<file path="config.mk">
export PLATFORM = sky130hd
export DESIGN_NAME = irq_request_latch_flat
export DESIGN_NICKNAME = d
export VERILOG_FILES = /design/src/rtl/irq_request_latch_if.sv /design/src/rtl/irq_request_latch.sv /design/src/flat_wrapper.sv
export SDC_FILE = /design/constraint.sdc
export NUM_CORES = 1
export LEC_CHECK = 0
export CORE_AREA = 2 2 39 41
export DETAILED_ROUTE_END_ITERATION = 8
export DIE_AREA = 0 0 41 43
export GPL_TIMING_DRIVEN = 0
export PLACE_DENSITY = 0.81
export SLEW_MARGIN = 20
export SYNTH_ARGS = -nofsm -noshare
export SYNTH_HDL_FRONTEND = slang
export SYNTH_SLANG_ARGS = --single-unit
</file>
<file path="constraint.sdc">
create_clock -name clk -period 1.54 [get_ports clk]
set_input_delay 0.462 -clock clk [delete_from_list [all_inputs] [get_ports clk]]
set_output_delay 0.462 -clock clk [all_outputs]
set_load 0.02 [all_outputs]
</file>
<file path="src/rtl/irq_request_latch_if.sv">
// Request/encoder/consumer signal bundle for irq_request_latch.
interface irq_request_latch_if;
    logic [3:0] req;        // raw request lines
    logic [3:0] mask;       // per-line enable toward the encoder
    logic [3:0] pend_vec;   // pending & mask, feeds encoder input
    logic [1:0] enc_out;    // encoder index of highest set bit
    logic       enc_valid;  // encoder valid (pend_vec != 0)
    logic       irq;        // registered interrupt toward consumer
    logic [1:0] irq_id;     // registered line index being signalled
    logic       ack;        // consumer acknowledge
    logic [3:0] pending;    // raw pending status

    // Environment side: request sources, encoder and consumer.
    modport master (
        output req,
        output mask,
        input  pend_vec,
        output enc_out,
        output enc_valid,
        input  irq,
        input  irq_id,
        output ack,
        input  pending
    );

    // Latch side.
    modport slave (
        input  req,
        input  mask,
        output pend_vec,
        input  enc_out,
        input  enc_valid,
        output irq,
        output irq_id,
        input  ack,
        output pending
    );
endinterface

</file>
<file path="src/rtl/irq_request_latch.sv">
// Sticky request latch in front of a 4-input priority encoder, presenting one
// interrupt at a time to the consumer with a hold-until-ack handshake.
module irq_request_latch #(
    parameter bit EDGE_MODE = 1'b1
) (
    input  logic                 clk,
    input  logic                 rst_n,
    irq_request_latch_if.slave   bus
);

    localparam int unsigned N_LINES = 4;
    localparam int unsigned ID_W    = 2;

    typedef enum logic [1:0] {
        ST_IDLE  = 2'd0,
        ST_ARMED = 2'd1,
        ST_GAP   = 2'd2
    } state_e;

    state_e              state_q,   state_d;
    logic [N_LINES-1:0]  req_d_q,   req_d_d;
    logic [N_LINES-1:0]  pending_q, pending_d;
    logic                irq_q,     irq_d;
    logic [ID_W-1:0]     irq_id_q,  irq_id_d;

    logic [N_LINES-1:0]  set_vec;
    logic [N_LINES-1:0]  clr_vec;
    logic                ack_acc;

    // Request capture and pending update; set beats clear so no request is lost.
    always_comb begin
        req_d_d   = bus.req;
        set_vec   = EDGE_MODE ? (bus.req & ~req_d_q) : bus.req;
        ack_acc   = (state_q == ST_ARMED) && bus.ack;
        clr_vec   = '0;
        if (ack_acc) begin
            clr_vec[irq_id_q] = 1'b1;
        end
        pending_d = (pending_q & ~clr_vec) | set_vec;
    end

    // Handshake FSM: priority is sampled only in IDLE, held until ack, then one gap cycle.
    always_comb begin
        state_d  = state_q;
        irq_d    = irq_q;
        irq_id_d = irq_id_q;
        case (state_q)
            ST_IDLE: begin
                irq_d = 1'b0;
                if (bus.enc_valid) begin
                    state_d  = ST_ARMED;
                    irq_d    = 1'b1;
                    irq_id_d = bus.enc_out;
                end
            end
            ST_ARMED: begin
                if (ack_acc) begin
                    state_d = ST_GAP;
                    irq_d   = 1'b0;
                end
            end
            ST_GAP: begin
                state_d = ST_IDLE;
                irq_d   = 1'b0;
            end
            default: begin
                state_d = ST_IDLE;
                irq_d   = 1'b0;
            end
        endcase
    end

    // State registers with synchronous active-low reset taking priority over everything.
    always_ff @(posedge clk) begin
        if (!rst_n) begin
            state_q   <= ST_IDLE;
            req_d_q   <= '0;
            pending_q <= '0;
            irq_q     <= 1'b0;
            irq_id_q  <= '0;
        end else begin
            state_q   <= state_d;
            req_d_q   <= req_d_d;
            pending_q <= pending_d;
            irq_q     <= irq_d;
            irq_id_q  <= irq_id_d;
        end
    end

    // Output drive: only pend_vec is combinational, into the encoder.
    assign bus.pend_vec = pending_q & bus.mask;
    assign bus.pending  = pending_q;
    assign bus.irq      = irq_q;
    assign bus.irq_id   = irq_id_q;

endmodule

</file>
<file path="src/flat_wrapper.sv">
// flat-port wrapper written by rule: the top's interface ports become plain ports
module irq_request_latch_flat 
#(
    parameter bit EDGE_MODE = 1'b1
)
  (clk, rst_n, bus_req, bus_mask, bus_pend_vec, bus_enc_out, bus_enc_valid, bus_irq, bus_irq_id, bus_ack, bus_pending);
  irq_request_latch_if bus_i ();
  input  logic clk;
  input  logic rst_n;
  input wire logic [$bits(bus_i.req)-1:0] bus_req;
  input wire logic [$bits(bus_i.mask)-1:0] bus_mask;
  output wire logic [$bits(bus_i.pend_vec)-1:0] bus_pend_vec;
  input wire logic [$bits(bus_i.enc_out)-1:0] bus_enc_out;
  input wire logic [$bits(bus_i.enc_valid)-1:0] bus_enc_valid;
  output wire logic [$bits(bus_i.irq)-1:0] bus_irq;
  output wire logic [$bits(bus_i.irq_id)-1:0] bus_irq_id;
  input wire logic [$bits(bus_i.ack)-1:0] bus_ack;
  output wire logic [$bits(bus_i.pending)-1:0] bus_pending;
  assign bus_i.req = bus_req;
  assign bus_i.mask = bus_mask;
  assign bus_pend_vec = bus_i.pend_vec;
  assign bus_i.enc_out = bus_enc_out;
  assign bus_i.enc_valid = bus_enc_valid;
  assign bus_irq = bus_i.irq;
  assign bus_irq_id = bus_i.irq_id;
  assign bus_i.ack = bus_ack;
  assign bus_pending = bus_i.pending;
  irq_request_latch #(.EDGE_MODE(EDGE_MODE)) u_core (.clk(clk), .rst_n(rst_n), .bus(bus_i));
endmodule
</file>
==> metrics.yaml <==
setup_path:
  crit_fanout: 5
  worstPathArrival_ns: 1.04
  r2r-start: "u_core.bus.irq_id[1]"
  setup.worst_path.class: "reg -> out"
  critical-path-max-stage-delay_ns: 0.42
  crit_buf_inv: 1
  worstPathRequired_ns: 1.08
  cp.depth: 1
  crit_family: "flip-flops"
  slowest_stage: "dfxtp_1"
  crit_path_start_kind: "register"
  worstRegToRegCells: 3
  crit_chain: "dlygate4sd2_1"
  startpoint: "u_core.bus.irq_id[0]"
  crit_path_end_kind: "output pin"
timing:
  setup_viol: 0
  whs_ns: 0.487
  setup_slack_ns: 0.0347
  slew_violations: 0
  finalCriticalPeriod_ns: 1.51
  slew_headroom_pct: 77.7
  max_freq_mhz: 664
  clock_skew_ns: 0.00120
  worstMarginPinSlew_ns: 0.335
  min_period_over_period_pct: 97.7
  rsz0062_at_grt: "no"
  hold_viol: 0
logic_synthesis:
  netlist_area_um2: 509
  synth_seq_cells: 13
  ys_seq_area_share_pct: 51.1
  synth_fp_nets: 64
  yosysUniqueCellTypes: 18
  yosysWarnings: 0
  syn_area_per_cell_um2: 10.2
  syn_inst: 50
floorplanning:
  die_width_um: 41
  dieArea_um2: 1760
  chipHeight_um: 43
  core_um2: 1380
  row_count: 14
  io_pins: 25
  initial_core_util_pct: 36.8
final_layout:
  diodes: 0
  multi_input_area_um2: 248
  area_delta_synth_final_pct: 56.8
  layout_common_cells: "dfxtp_1, dlygate4sd2_1, clkdlybuf4s50_1"
  finalNonFillerCells: 94
  n_fill_cell: 123
  final_common_cell: "dfxtp_1"
  drive_above_1_share_pct: 17.9
  utilization_pct: 57.7
  seqCellArea_um2: 260
  final_nets: 93
drt:
  drc_errors: 0
  dr.pass1.iters: 4
  drt_wl_total_um: 1080
  via_per_inst: 4.90
  wire_per_inst_um: 11.5
  drtAntennaViolNets: 0
  drt_iter0_markers: 5
  routed-via-count: 461
pwr:
  power.leakage_nw: 0.338
  internal_power_mw: 0.536
  p_sw_mw: 0.180
  combPwrFrac_pct: 19.3
  irDropWorstVdd_uv: 442
  pwr-share-seq_pct: 52.5
  clkPwrFrac_pct: 28.2
  p_per_area_nw_per_um2: 897
  swShare_pct: 25.2
  finalPower_mw: 0.716
clock_tree:
  cts_sinks: 13
  cts_root_buf: "clkbuf_4"
  clkLatencyLatePin_ns: 0.27
  path_clk_slew_ns: 0.07
  cts_max_level: 1
  cts_buffers: 3
  clockBufferDepth: 2
  cts_setup_buffers: 0
  cts_tree: "done"
placed_design:
  pre_cts_ws_ns: -0.561
  dp_hpwl_um: 841
  numPortBuffers: 24
  dp.cells: 90
  gp_congestion: 0.655
global_routing:
  grt_max_degree: 11
  grt_pass1_wl_um: 1770
  grt_pass1_vias: 438
  grt_antenna_before_repair: 0
  grt_util_all_layers_pct: 15.2
  overflow: 0
flow_run:
  cap_violations: 0
status:
  outcome: "finished clean"
hold_path:
  hp-class: "reg -> reg"
  hold_path_depth: 2
  hold_start: "u_core.req_d_q[3]"
registers in the layout (all words and copies together), names as in the netlist:
signal	flops
u_core.req_d_q	4
u_core.bus.irq	1
u_core.state_q	2
u_core.bus.pending	4
u_core.bus.irq_id	2
worst register-to-register path, stage by stage, from the launching register on:
cell and delay, ns:
dfxtp_1 0.41, inv_1 0.08, o41ai_1 0.33, a21boi_0 0.12
cell type report:
type | count | area share (%)
Buffer | 1 | 0.470
Clock buffer | 4 | 3.29
Inverter | 2 | 0.940
Multi-Input combinational cell | 34 | 31.0
Sequential cell | 13 | 32.6
Tap cell | 16 | 2.51
Timing Repair Buffer | 24 | 29.2
power groups by stage:
stage	clock (mW)	combinational, mW	sequential (mW)
floorplan	0	0.0494	0.396
global placement	0	0.141	0.382
detailed placement	0	0.145	0.383
CTS	0.210	0.140	0.376
global route	0.223	0.150	0.379
finish	0.202	0.138	0.376
cells in the mapped netlist:
cell type  count  share of area (%)
nand3_1        2                2.0
inv_1          2                1.5
dfxtp_1       13                 51
nor3b_1        2                2.9
a21boi_1       2                2.9
nand2_1        3                2.2
and2_1         8                9.8
a21boi_0       2                2.9
clkbuf_1       1               0.74
nand4b_1       1                1.7
nor2_2         1                1.2
nor4b_2        1                2.9
o21ai_1        1               0.98
mux2i_1        1                2.0
o21ai_0        3                2.9
nor3b_4        1                3.7
nand2b_1       4                4.9
o41ai_1        2                3.4
cell families (layout without fill, tap and decap cells):
group	Yosys count	count (layout)	share of synthesized area, %
and+or+nand+nor	23	23	31.4
AOI/OAI and AO/OA	10	10	13.3
DFF	13	13	51.1
muxes	1	1	1.97
buffers and inverters	3	31	2.21
per-layer routing:
layer	global-route usage, %	wire, um	up-vias
met5	0	0	-
met4	10.0	21	0
met3	3.14	71	4
met2	23.8	547	15
met1	17.4	439	214
li1	-	-	228
stage by stage:
stage	area [um^2]	setup TNS, ns
after floorplan	509	0
after global placement	769	-2.70
after detailed placement	769	-3.05
after global routing	798	0
after CTS	797	0
final	798	0
worst paths after layout:
kind	endpoint	slack [ns]
worst min-delay path	u_core.bus.pending[3]	0.49
worst max register to register	u_core.bus.pending[2]	0.49
worst max-delay path	bus_irq_id[0]	0.03
worst min register to register	u_core.bus.pending[3]	0.49
timing repair:
action,CTS,global route
hold buffers,0,0
resized for setup,39,1
cloned,0,0
hold endpoints to repair,0,0
setup endpoints to repair,11,1
pin swaps,4,0
No activity file was read; power rests on OpenSTA's default activity.
